File: src/rtl/fpu_rr_arbiter.sv
`default_nettype none
// ============================================================================
// Module   : fpu_rr_arbiter
// Brief    : Round-robin sharing of one FPU between two valid/ready clients.
//            Optional WAIT timeout enabled by defining FPU_ARB_TIMEOUT_EN.
// Revision : 1.0 - initial release
// ============================================================================
module fpu_rr_arbiter #(
    parameter int TIMEOUT_CYCLES = 64
) (
    input  logic        clk,
    input  logic        rst,
    input  logic        req0_valid,
    output logic        req0_ready,
    input  logic [1:0]  req0_op,
    input  logic [31:0] req0_a,
    input  logic [31:0] req0_b,
    output logic        rsp0_valid,
    output logic [31:0] rsp0_data,
    input  logic        req1_valid,
    output logic        req1_ready,
    input  logic [1:0]  req1_op,
    input  logic [31:0] req1_a,
    input  logic [31:0] req1_b,
    output logic        rsp1_valid,
    output logic [31:0] rsp1_data,
    output logic        fpu_enable,
    output logic [1:0]  fpu_instruction,
    output logic [31:0] fpu_ai,
    output logic [31:0] fpu_bi,
    input  logic [31:0] fpu_co,
    input  logic        fpu_valid,
    output logic        busy,
    output logic        timeout_err
);

    localparam logic [31:0] c_QNAN = 32'h7FC0_0000;

    typedef enum logic [1:0] {
        IDLE  = 2'd0,
        ISSUE = 2'd1,
        WAIT  = 2'd2,
        RESP  = 2'd3
    } state_t;

    state_t      r_state;
    state_t      w_state_next;
    logic        r_last_grant;
    logic        r_owner;
    logic [1:0]  r_op;
    logic [31:0] r_a;
    logic [31:0] r_b;
    logic [31:0] r_rsp0_data;
    logic [31:0] r_rsp1_data;
    logic        w_winner;
    logic        w_grant;
    logic        w_timeout;
    logic        w_terr;
    logic        w_done;
    logic        w_hold;
    logic [31:0] w_result;

    if (TIMEOUT_CYCLES < 1) begin : g_timeout_check
        $error("TIMEOUT_CYCLES must be >= 1");
    end

`ifdef FPU_ARB_TIMEOUT_EN
    localparam int c_CNT_W = ($clog2(TIMEOUT_CYCLES + 1) > 8) ? $clog2(TIMEOUT_CYCLES + 1) : 8;

    logic [c_CNT_W-1:0] r_wait_cnt;
    logic               r_timeout_err;

    // fpu_valid on the final count cycle wins over the timeout
    assign w_timeout = (r_state == WAIT) && !fpu_valid &&
                       (r_wait_cnt == c_CNT_W'(TIMEOUT_CYCLES - 1));

    always_ff @(posedge clk or posedge rst) begin
        if (rst) begin
            r_wait_cnt    <= '0;
            r_timeout_err <= 1'b0;
        end else begin
            if (r_state == WAIT) begin
                r_wait_cnt <= r_wait_cnt + c_CNT_W'(1);
            end else begin
                r_wait_cnt <= '0;
            end
            if (w_timeout) begin
                r_timeout_err <= 1'b1;
            end
        end
    end

    assign w_terr = r_timeout_err;
`else
    assign w_timeout = 1'b0;
    assign w_terr    = 1'b0;
`endif

    // On a tie the requester that was not granted last wins
    always_comb begin
        w_winner = req1_valid;
        if (req0_valid && req1_valid) begin
            w_winner = ~r_last_grant;
        end
    end

    assign w_grant  = (r_state == IDLE) && (req0_valid || req1_valid) && !w_terr;
    assign w_done   = (r_state == WAIT) && (fpu_valid || w_timeout);
    assign w_result = fpu_valid ? fpu_co : c_QNAN;

    always_comb begin
        w_state_next = r_state;
        case (r_state)
            IDLE:    if (w_grant) w_state_next = ISSUE;
            ISSUE:   w_state_next = WAIT;
            WAIT:    if (w_done) w_state_next = RESP;
            RESP:    w_state_next = IDLE;
            default: w_state_next = IDLE;
        endcase
    end

    always_ff @(posedge clk or posedge rst) begin
        if (rst) begin
            r_state <= IDLE;
        end else begin
            r_state <= w_state_next;
        end
    end

    always_ff @(posedge clk or posedge rst) begin
        if (rst) begin
            r_last_grant <= 1'b1;
            r_owner      <= 1'b0;
            r_op         <= '0;
            r_a          <= '0;
            r_b          <= '0;
            r_rsp0_data  <= '0;
            r_rsp1_data  <= '0;
        end else begin
            if (w_grant) begin
                r_owner      <= w_winner;
                r_last_grant <= w_winner;
                r_op         <= w_winner ? req1_op : req0_op;
                r_a          <= w_winner ? req1_a  : req0_a;
                r_b          <= w_winner ? req1_b  : req0_b;
            end
            if (w_done) begin
                if (r_owner) begin
                    r_rsp1_data <= w_result;
                end else begin
                    r_rsp0_data <= w_result;
                end
            end
        end
    end

    assign w_hold          = (r_state == ISSUE) || (r_state == WAIT);
    assign req0_ready      = w_grant && !w_winner;
    assign req1_ready      = w_grant && w_winner;
    assign fpu_enable      = (r_state == ISSUE);
    assign fpu_instruction = w_hold ? r_op : 2'b00;
    assign fpu_ai          = w_hold ? r_a  : 32'h0;
    assign fpu_bi          = w_hold ? r_b  : 32'h0;
    assign rsp0_valid      = (r_state == RESP) && !r_owner;
    assign rsp1_valid      = (r_state == RESP) && r_owner;
    assign rsp0_data       = r_rsp0_data;
    assign rsp1_data       = r_rsp1_data;
    assign busy            = (r_state != IDLE);
    assign timeout_err     = w_terr;

endmodule
`default_nettype wire

File: config.mk
export PLATFORM = sky130hd
export DESIGN_NAME = fpu_rr_arbiter
export DESIGN_NICKNAME = d
export VERILOG_FILES = /design/src/rtl/fpu_rr_arbiter.sv
export SDC_FILE = /design/constraint.sdc
export NUM_CORES = 1
export LEC_CHECK = 0
export CAP_MARGIN = 20
export CORE_ASPECT_RATIO = 0.5
export CORE_UTILIZATION = 40
export CTS_CLUSTER_SIZE = 20
export DETAILED_ROUTE_END_ITERATION = 6
export PLACE_DENSITY = 0.86
export SLEW_MARGIN = 10
export SYNTH_ARGS = -nofsm -noshare
export SYNTH_HDL_FRONTEND = slang
export SYNTH_SLANG_ARGS = --single-unit
File: constraint.sdc
create_clock -name clk -period 5.3 [get_ports clk]
set_input_delay 0.53 -clock clk [delete_from_list [all_inputs] [get_ports clk]]
set_output_delay 0.53 -clock clk [all_outputs]
set_load 0.02 [all_outputs]
* After elaboration in Yosys (flattened, before gate mapping) *
Index checks and enable logic that the tools add are counted.

word-level totals
  bits of input ports = 169
  bits in registers = 134

cells by class
  reduce and logical (&&, ||, !) cells = 16
  multiplexer cells = 11
  bitwise logic cells = 2
  equal/unequal tests = 5

operators by type and width
  operator            number
  $mux 32             5
  $mux 2              4
  $pmux 2 s4          1
  $logic_and 1x1->1   7
  $reduce_and 2->1    3
  $eq 2x2->1 const B  2
  $ne 2x2->1 const B  2
  $eq 2x1->1 const B  1
  $logic_not 1->1     2
  $logic_not 2->1     1
  $logic_or 1x1->1    2
  $not 1->1           2
  $reduce_bool 2->1   1
  $mux 1              1

* Logic depth before layout (Yosys ltp) *
Gate-level depths: netlist of the first run.

  word-level depth = 4
  depth in mapped cells = 8
  mapped depth without buffers = 5

* Least setup slack after synthesis of the first run *
Ideal clock, no wire load.

  path type = reg2out
  start = register r_state[0]
  end = output port fpu_ai[10]
  path slack = 3.350 ns
  stages on the path, launching flop included = 6
  arrival = 1.420 ns
  path through = dfrtp_1 inv_1 ha_1 clkbuf_1 clkbuf_1 and2_1

on the way
  longest elaborated chain between the ends = 3

ends and longest elaborated chain
  element                                          RTL line  source
  start, declared                                  46        state_t r_state;
  start signal, assigned                           126       r_state <= w_state_next;
  $eq 2x1->1 / $eq 2x2->1 (equally long branches)  157       assign w_hold = (r_state == ISSUE) || (r_state == WAIT);
  $logic_or 1x1->1 (*)                             157
  $mux 32 (*)                                      162       assign fpu_ai = w_hold ? r_a : 32'h0;
  end, declared                                    29        output logic [31:0] fpu_ai,

Every way passes the cells marked *; elsewhere a longest branch is shown, timed or not.

* Worst setup path after layout of the first run *
  start = register r_state[1]
  end = output port fpu_bi[23]

on the way
  longest elaborated chain between the ends = 3

ends and longest elaborated chain
  element                                          RTL line  source
  $eq 2x1->1 / $eq 2x2->1 (equally long branches)  157
  $logic_or 1x1->1 (*)                             157
  $mux 32 (*)                                      163       assign fpu_bi = w_hold ? r_b : 32'h0;
  end, declared                                    30        output logic [31:0] fpu_bi,

Marks and branches as above.

==> results.cfg, run 1 <==
[placed_design]
dp.final_hpwl_mm = 13.1
gp_congestion = 0.836
pre_cts_slack_ns = 2.23
port_buffers = 304
placed_area_um2 = 9190

[logic_synthesis]
ys_types = 28
async_reset_ff_share_pct = 100
seq_area_frac_synth_pct = 55.9
avgSynthCellArea_um2 = 11.3
synth-edff-count = 0
synth_flop_cell = dfrtp_1
syn-num-nets = 705
syn_inst = 532
synth_seq_cells = 134
yosys_warnings = 0
syn_area_um2 = 6000

[critical_path]
max_stage_delay_ns = 0.86
endpoint_kind = output pin
cp_slowest_cell = ha_1
r2r-end = r_b[1]
path_class = reg -> out
critical_path.max_fanout = 34
cp-start-kind = flip-flop
crit_chain = inv_1 > ha_1 > buf_4 > and2_1 > clkdlybuf4s50_1
rr_worst_depth = 6
arrival_ns = 2.96
reg2reg_from = r_state[1]
ff2ff_setup_slack_ns = 3.30
cp.required_ns = 4.77

[floorplanning]
fp.dieH_um = 88.6
die_w_um = 175
core_area_um2 = 14500
rows = 31
io_pins = 306
die_area_um2 = 15500
initial_core_util_pct = 41.3

[pwr]
power_switching_share_pct = 38.7
p_switching_mw = 2.66
p_seq_share_pct = 26.7
comb_power_share_pct = 55.6
peakVddDrop_uv = 371
clock_power_share_pct = 17.7
power_density_nw_per_um2 = 701
p_int_mw = 4.21
p_leak_nw = 4.21

[timing]
finClkSkew_ns = 0.0119
fin_tns_setup_ns = 0
timing.final.crit_share_pct = 65.9
period_needed_ns = 3.49
setup_violations = 0
worst_pin_slew_ns = 0.881
setup_slack_ns = 1.81
final-max-slew-violation-count = 0
finalHoldViolCount = 0
relSlewSlack_pct = 41.3
rsz0062_at_grt = no
max_freq_mhz = 286

[final_layout]
fill_cells = 1131
layout-drive-gt1-share_pct = 13.4
syn2layout_area_growth_pct = 63.1
num_antenna_cells = 0
multi_input_area_um2 = 2430
stdcell_area_um2 = 9790
layout_commonest_cell = clkdlybuf4s50_1
final_cell_mix = clkdlybuf4s50_1 (304), dfrtp_1 (133), a21oi_1 (69)
fin_nets = 996
regArea_um2 = 3350

[detailed_routing]
ant_nets = 0
drt-total-wl_mm = 18.6
via_per_inst = 5.09
drc_errors = 0
post_drt_wl_per_cell_um = 18.0
drt_iter0_drc = 393
vias = 5254
firstDrtPassIters = 4

[grt]
first_global_vias = 5233
grtUsageTotal_pct = 23.6
overflow = 0
antenna_found_initial = 0
grt_max_degree = 67
grt_pass1_wl_mm = 28.0

[min_path]
min_to = rsp1_data[13]
min_from = rsp1_data[13]
hold_path_depth = 1
hold_path_class = reg -> reg

[clock_tree]
cts_inserted_buffers = 17
cts_resized = 0
cts.sinks = 134
cts.clk_slew.worst_paths_ns = 0.06
cts_hold_buf = 0
cts_htree_levels = 4
tritoncts = done
cts_setup_buffers = 0
clock_latency_ns = 0.41
clk_path_buf_depth = 2
clockRootBuffer = clkbuf_16

[run]
cap_violations = 0

[status]
status = finished clean
-- synth_stat cells, types with 3 or more instances --
library cell,n,area [um^2]
dfrtp_1,133,3330
a21oi_1,69,345
and2_1,67,419
mux2_2,65,732
nor2_1,35,131
nand2_1,34,128
a221o_1,32,320
and3_1,32,200
buf_2,20,100
clkbuf_1,18,67.6
inv_1,5,18.8
ha_1,4,50.1
buf_6,3,33.8
-- worst max-delay path, delay by kind of cell (launching register included) --
kind / cells / cell delay [ns]
buf+inv: 3 / 1.11
simple gates: 1 / 0.18
flops: 1 / 0.39
fa+ha+maj: 1 / 0.86
-- metrics by stage --
stage / cells / utilization, % / hold slack [ns] / total power, mW
2_1_floorplan: 532 / - / 0.470 / 3.88
3_3_place_gp: 1001 / 63.0 / 0.487 / 5.55
3_5_place_dp: 1002 / 63.2 / 0.491 / 5.66
4_1_cts: 1033 / 67.3 / 0.506 / 6.90
5_1_grt: 1033 / 67.3 / 0.521 / 7.22
6_report: 1033 / 67.3 / 0.503 / 6.86
-- flip-flops by register name, indices dropped and copies added (netlist names) --
name,cells
r_state,2
rsp0_data,32
r_owner,1
r_a,32
rsp1_data,32
r_b,32
r_op,2
r_last_grant,1
-- routing by layer --
layer  wire length (um)  global-route usage, %  vias up
li1                   -                      -     2441
met3                700                   4.77       33
met2               9760                   41.3      170
met1               7760                   29.7     2610
met4                408                   7.98        0
met5                  0                      0        -
-- layout make-up --
| type | instances | area share (%) |
|---|---|---|
| clock buffers | 18 | 4.38 |
| clock inverters | 13 | 1.76 |
| inverters | 5 | 0.217 |
| multi-input cells | 351 | 24.9 |
| flip-flops and latches | 134 | 34.3 |
| well taps | 198 | 2.53 |
| repair buffers | 314 | 32.0 |
-- logic make-up after synthesis --
kind of cell,count (synthesis),synth area share (%)
buffers and inverters,47,3.79
and+or+nand+nor,172,15.0
AOI/OAI and AO/OA,109,12.2
DFF,134,55.9
other,1,0.0625
muxes,65,12.2
adders and majority gates,4,0.834
-- worst max-delay path by stage --
| stage | startpoint | endpoint | slack [ns] | cells past startpoint |
|---|---|---|---|---|
| floorplan | rst | r_a[0] | 1.19 | 1 |
| global placement | req1_valid | req1_ready | 2.29 | 5 |
| detailed placement | req1_valid | req1_ready | 2.23 | 5 |
| CTS | r_state[0] | fpu_bi[28] | 1.80 | 5 |
| global route | r_state[1] | fpu_bi[23] | 1.60 | 5 |
| finish | r_state[1] | fpu_bi[23] | 1.81 | 5 |
-- power by group through the flow --
stage / registers (mW) / logic (mW) / clock network [mW]
6_report: 1.83 / 3.82 / 1.22
5_1_grt: 1.89 / 4.05 / 1.28
4_1_cts: 1.83 / 3.84 / 1.23
3_5_place_dp: 1.83 / 3.82 / 0
3_3_place_gp: 1.82 / 3.73 / 0
2_1_floorplan: 2.08 / 1.81 / 0
(Power assumes the default switching activity.)
==> run 2: changes to the inputs <==
==> constraint.sdc (replaced) <==
create_clock -name clk -period 3.6 [get_ports clk]
set_input_delay 0.36 -clock clk [delete_from_list [all_inputs] [get_ports clk]]
set_output_delay 0.36 -clock clk [all_outputs]
set_load 0.02 [all_outputs]
==> run 2 against run 1 <==
Effect of this change: die area unchanged; first-iteration DRC count decreased by 38%; combinational power increased by 48%; sequential share of layout area decreased by 0.12 points; design area increased by 0.35%; core utilization increased by 0.23 points; worst setup slack got worse by 0.87 ns; clock-buffer cell count unchanged; highest routed layer unchanged; register-to-register slack got worse by 1.9 ns; critical endpoint is now fpu_bi[12]; flip-flop and latch count unchanged.
==> results.cfg, run 2 (synthesis results as in run 1) <==
[timing]
finClkSkew_ns = 0.0121
timing.final.crit_share_pct = 74.1
setup_violations = 0
period_needed_ns = 2.67
finalHoldViolCount = 0
rsz0062_at_grt = no
fin_tns_setup_ns = 0
worst_pin_slew_ns = 0.751
final-max-slew-violation-count = 0
setup_slack_ns = 0.932
max_freq_mhz = 375
relSlewSlack_pct = 49.9

[final_layout]
layout_commonest_cell = clkdlybuf4s50_1
stdcell_area_um2 = 9820
layout-drive-gt1-share_pct = 13.7
fin_nets = 998
syn2layout_area_growth_pct = 63.6
final_cell_mix = clkdlybuf4s50_1 (304), dfrtp_1 (133), a21oi_1 (69)
num_antenna_cells = 0
final_util_pct = 67.5
final_cell_count_no_fill = 1036

[pwr]
peakVddDrop_uv = 595
p_leak_nw = 4.23
power_density_nw_per_um2 = 1020

[critical_path]
path_class = reg -> out
rr_worst_depth = 6
cp.required_ns = 3.24
critical_path.max_fanout = 35
arrival_ns = 2.31
cp-start-kind = flip-flop
endpoint_kind = output pin

[placed_design]
placed_area_um2 = 9210
pre_cts_slack_ns = 1.21
gp_congestion = 0.830
port_buffers = 304
dp.final_hpwl_mm = 13.0
dp.cells = 1003

[detailed_routing]
drt_iter0_drc = 243
ant_nets = 0
firstDrtPassIters = 5
post_drt_wl_per_cell_um = 17.8
via_per_inst = 5.09
vias = 5270
drt-total-wl_mm = 18.4
drc_errors = 0

[status]
status = finished clean

[floorplanning]
die_area_um2 = 15500
rows = 31
fp.dieH_um = 88.6
initial_core_util_pct = 41.3
die_w_um = 175
io_pins = 306
core_area_um2 = 14500

[run]
cap_violations = 0

[clock_tree]
tritoncts = done
cts_hold_buf = 0
cts_setup_buffers = 0
cts_inserted_buffers = 17
cts_htree_levels = 4
cts.clk_slew.worst_paths_ns = 0.06
cts.sinks = 134
clockRootBuffer = clkbuf_16
clk_path_buf_depth = 2
cts_resized = 0
clock_latency_ns = 0.40

[grt]
first_global_vias = 5271
antenna_found_initial = 0
grtUsageTotal_pct = 23.4
grt_max_degree = 68
overflow = 0
grt_pass1_wl_mm = 28.0

[min_path]
hold_path_class = in -> async
run 2: power by group:
| part | leakage (nW) | switching, mW | internal [mW] |
|---|---|---|---|
| combinational | 2.36 | 2.84 | 2.81 |
| sequential | 1.58 | 0.390 | 2.28 |
| clock | 0.284 | 0.693 | 1.04 |
| total | 4.23 | 3.92 | 6.13 |
run 2: critical path, cell delays in order (launching register included):
cell and delay, ns:
dfrtp_1 0.40, inv_1 0.08, ha_1 0.31, buf_4 0.30, and2_1 0.18, clkdlybuf4s50_1 0.65
run 2: through the flow:
step	hold WS [ns]	power [mW]
after floorplan	0.470	5.72
after global placement	0.487	8.22
after detailed placement	0.486	8.35
after CTS	0.487	10.1
after global routing	0.370	10.6
final	0.350	10.1
run 2: worst paths after layout:
check                        startpoint      endpoint  slack (ns)
max                          r_state[0]    fpu_bi[12]        0.93
min                                 rst  rsp1_data[6]        0.35
max reg2reg                  r_state[0]       r_a[13]        1.36
min reg2reg                rsp1_data[0]  rsp1_data[0]        0.50
max in group asynchronous           rst        r_a[9]        2.61
min in group clk             req0_a[23]       r_a[23]        0.50
run 2: layer usage:
metal  routed length [um]  vias to the layer above  GRT usage (%)  share of wire, %
met5                    0                        -              0                 0
met3                  814                       40           4.98               4.4
li1                     -                     2447              -                 -
met1                 7450                     2599           28.2                40
met2                 9560                      184           41.6                52
met4                  613                        0           9.64               3.3
run 2: layout make-up:
type	count	area [um^2]
repair buffers	316	3170
flip-flops and latches	134	3350
clock buffers	18	429
multi-input cells	351	2430
fillers	1110	4720
well taps	198	248
inverters	5	22.5
clock inverters	14	165
==> run 3: changes to the inputs <==
==> constraint.sdc (replaced) <==
create_clock -name clk -period 2.5 [get_ports clk]
set_input_delay 0.25 -clock clk [delete_from_list [all_inputs] [get_ports clk]]
set_output_delay 0.25 -clock clk [all_outputs]
set_load 0.02 [all_outputs]
==> run 3 against run 2 <==
Effect of this change: flip-flop and latch count stayed put; power increased by 44%; sequential share of layout area fell by 0.53 points; largest power group unchanged; combinational power grew 42%; largest cell class unchanged; design area up 1.6%.
==> results.cfg, run 3 (synthesis results as in run 1) <==
[critical_path]
rr_worst_depth = 6
path_class = reg -> out
critical_path.max_fanout = 13
ff2ff_setup_slack_ns = 0.39
cp-start-kind = flip-flop
crit_chain = inv_1 > ha_2 > buf_4 > and2_1 > clkdlybuf4s50_1
max_stage_delay_ns = 0.59
reg2reg_from = r_state[1]
critPathTopFamily = buffers and inverters
arrival_ns = 2.16
cp_slowest_cell = clkdlybuf4s50_1
r2r-end = r_a[10]
path_buf_inv = 3
endpoint_kind = output pin
cp.required_ns = 2.25

[detailed_routing]
drc_errors = 0
drt_iter0_drc = 345
post_drt_wl_per_cell_um = 18.6
drt-total-wl_mm = 19.3
via_per_inst = 5.23
ant_nets = 0
firstDrtPassIters = 5
vias = 5424

[pwr]
peakVddDrop_uv = 747
p_total_mw = 14.5
p_leak_nw = 5.07
power_density_nw_per_um2 = 1450

[timing]
period_needed_ns = 2.41
relSlewSlack_pct = 48.5
finClkSkew_ns = 0.0104
finalHoldViolCount = 0
max_freq_mhz = 415
setup_violations = 0
worst_pin_slew_ns = 0.773
timing.final.crit_share_pct = 96.3
final-max-slew-violation-count = 0

[placed_design]
dp.final_hpwl_mm = 13.0
port_buffers = 304
gp_congestion = 0.856
placed_area_um2 = 9220

[final_layout]
syn2layout_area_growth_pct = 66.2
final_cell_mix = clkdlybuf4s50_1 (239), dfrtp_1 (133), a21oi_1 (69)
num_antenna_cells = 0
layout_commonest_cell = clkdlybuf4s50_1
final_util_pct = 68.6
layout-drive-gt1-share_pct = 13.9
fin_nets = 999
fill_cells = 1108
stdcell_area_um2 = 9980

[grt]
grtUsageTotal_pct = 23.9
overflow = 0
grt_pass1_wl_mm = 28.5
first_global_vias = 5366
antenna_found_initial = 0
grt_max_degree = 107

[floorplanning]
initial_core_util_pct = 41.3
rows = 31
die_area_um2 = 15500
die_w_um = 175
io_pins = 306
fp.dieH_um = 88.6
core_area_um2 = 14500

[clock_tree]
cts_inserted_buffers = 17
cts_setup_buffers = 0
cts_htree_levels = 4
clock_latency_ns = 0.41
cts.clk_slew.worst_paths_ns = 0.06
cts.sinks = 134
clk_path_buf_depth = 2
clockRootBuffer = clkbuf_16
tritoncts = done

[status]
status = finished clean

[min_path]
hold_path_class = in -> async

[run]
cap_violations = 0
-- run 3: per-stage QoR --
step | setup TNS (ns) | hold slack, ns | instances | setup WS (ns)
final | 0 | 0.311 | 1037 | 0.0918
after global routing | -0.0000688 | 0.341 | 1037 | -0.0000688
after CTS | 0 | 0.313 | 1037 | 0.00123
after detailed placement | 0 | 0.487 | 1005 | 0.272
after global placement | 0 | 0.486 | 1005 | 0.380
after floorplan | 0 | 0.379 | 532 | 0.586
-- run 3: metal layers --
| metal | up-vias | share of wire [%] | global-route usage (%) |
|---|---|---|---|
| met5 | - | 0 | 0 |
| li1 | 2448 | - | - |
| met1 | 2727 | 40 | 29.4 |
| met2 | 201 | 52 | 42.5 |
| met4 | 0 | 3.6 | 10.6 |
| met3 | 48 | 4.6 | 4.04 |
-- run 3: where the power goes --
group / leakage (nW) / switching (mW) / internal (mW)
clock network: 0.295 / 1.02 / 1.60
registers: 1.58 / 0.571 / 3.28
logic: 3.19 / 4.11 / 3.91
-- run 3: how the worst max path moves through the flow --
stage	startpoint	to	cells after the start
2_1_floorplan	rst	r_a[0]	1
3_3_place_gp	req0_valid	r_a[27]	5
3_5_place_dp	req0_valid	r_a[10]	5
4_1_cts	r_state[1]	fpu_ai[29]	5
5_1_grt	r_state[1]	fpu_bi[16]	5
6_report	r_state[1]	fpu_bi[16]	5
-- run 3: repair_timing --
action                     in CTS  in global routing
setup endpoints to repair       7                 59
resized for setup               7                 59
hold buffers                    0                  0
-- run 3: layout make-up --
cell class	count	area, um^2	share of cell area (%)
Sequential cell	134	3350	33.6
Clock buffer	18	429	4.30
Inverter	5	22.5	0.226
Multi-Input combinational cell	351	2440	24.4
Tap cell	198	248	2.48
Timing Repair Buffer	317	3300	33.1
Clock inverter	14	186	1.87
-- run 3: worst register-to-register path: stages, from the launching register on --
cell and delay [ns]:
dfrtp_1 0.41, inv_1 0.10, ha_2 0.26, o21a_2 0.61, buf_4 0.41, nor2_1 0.08, a21oi_1 0.16
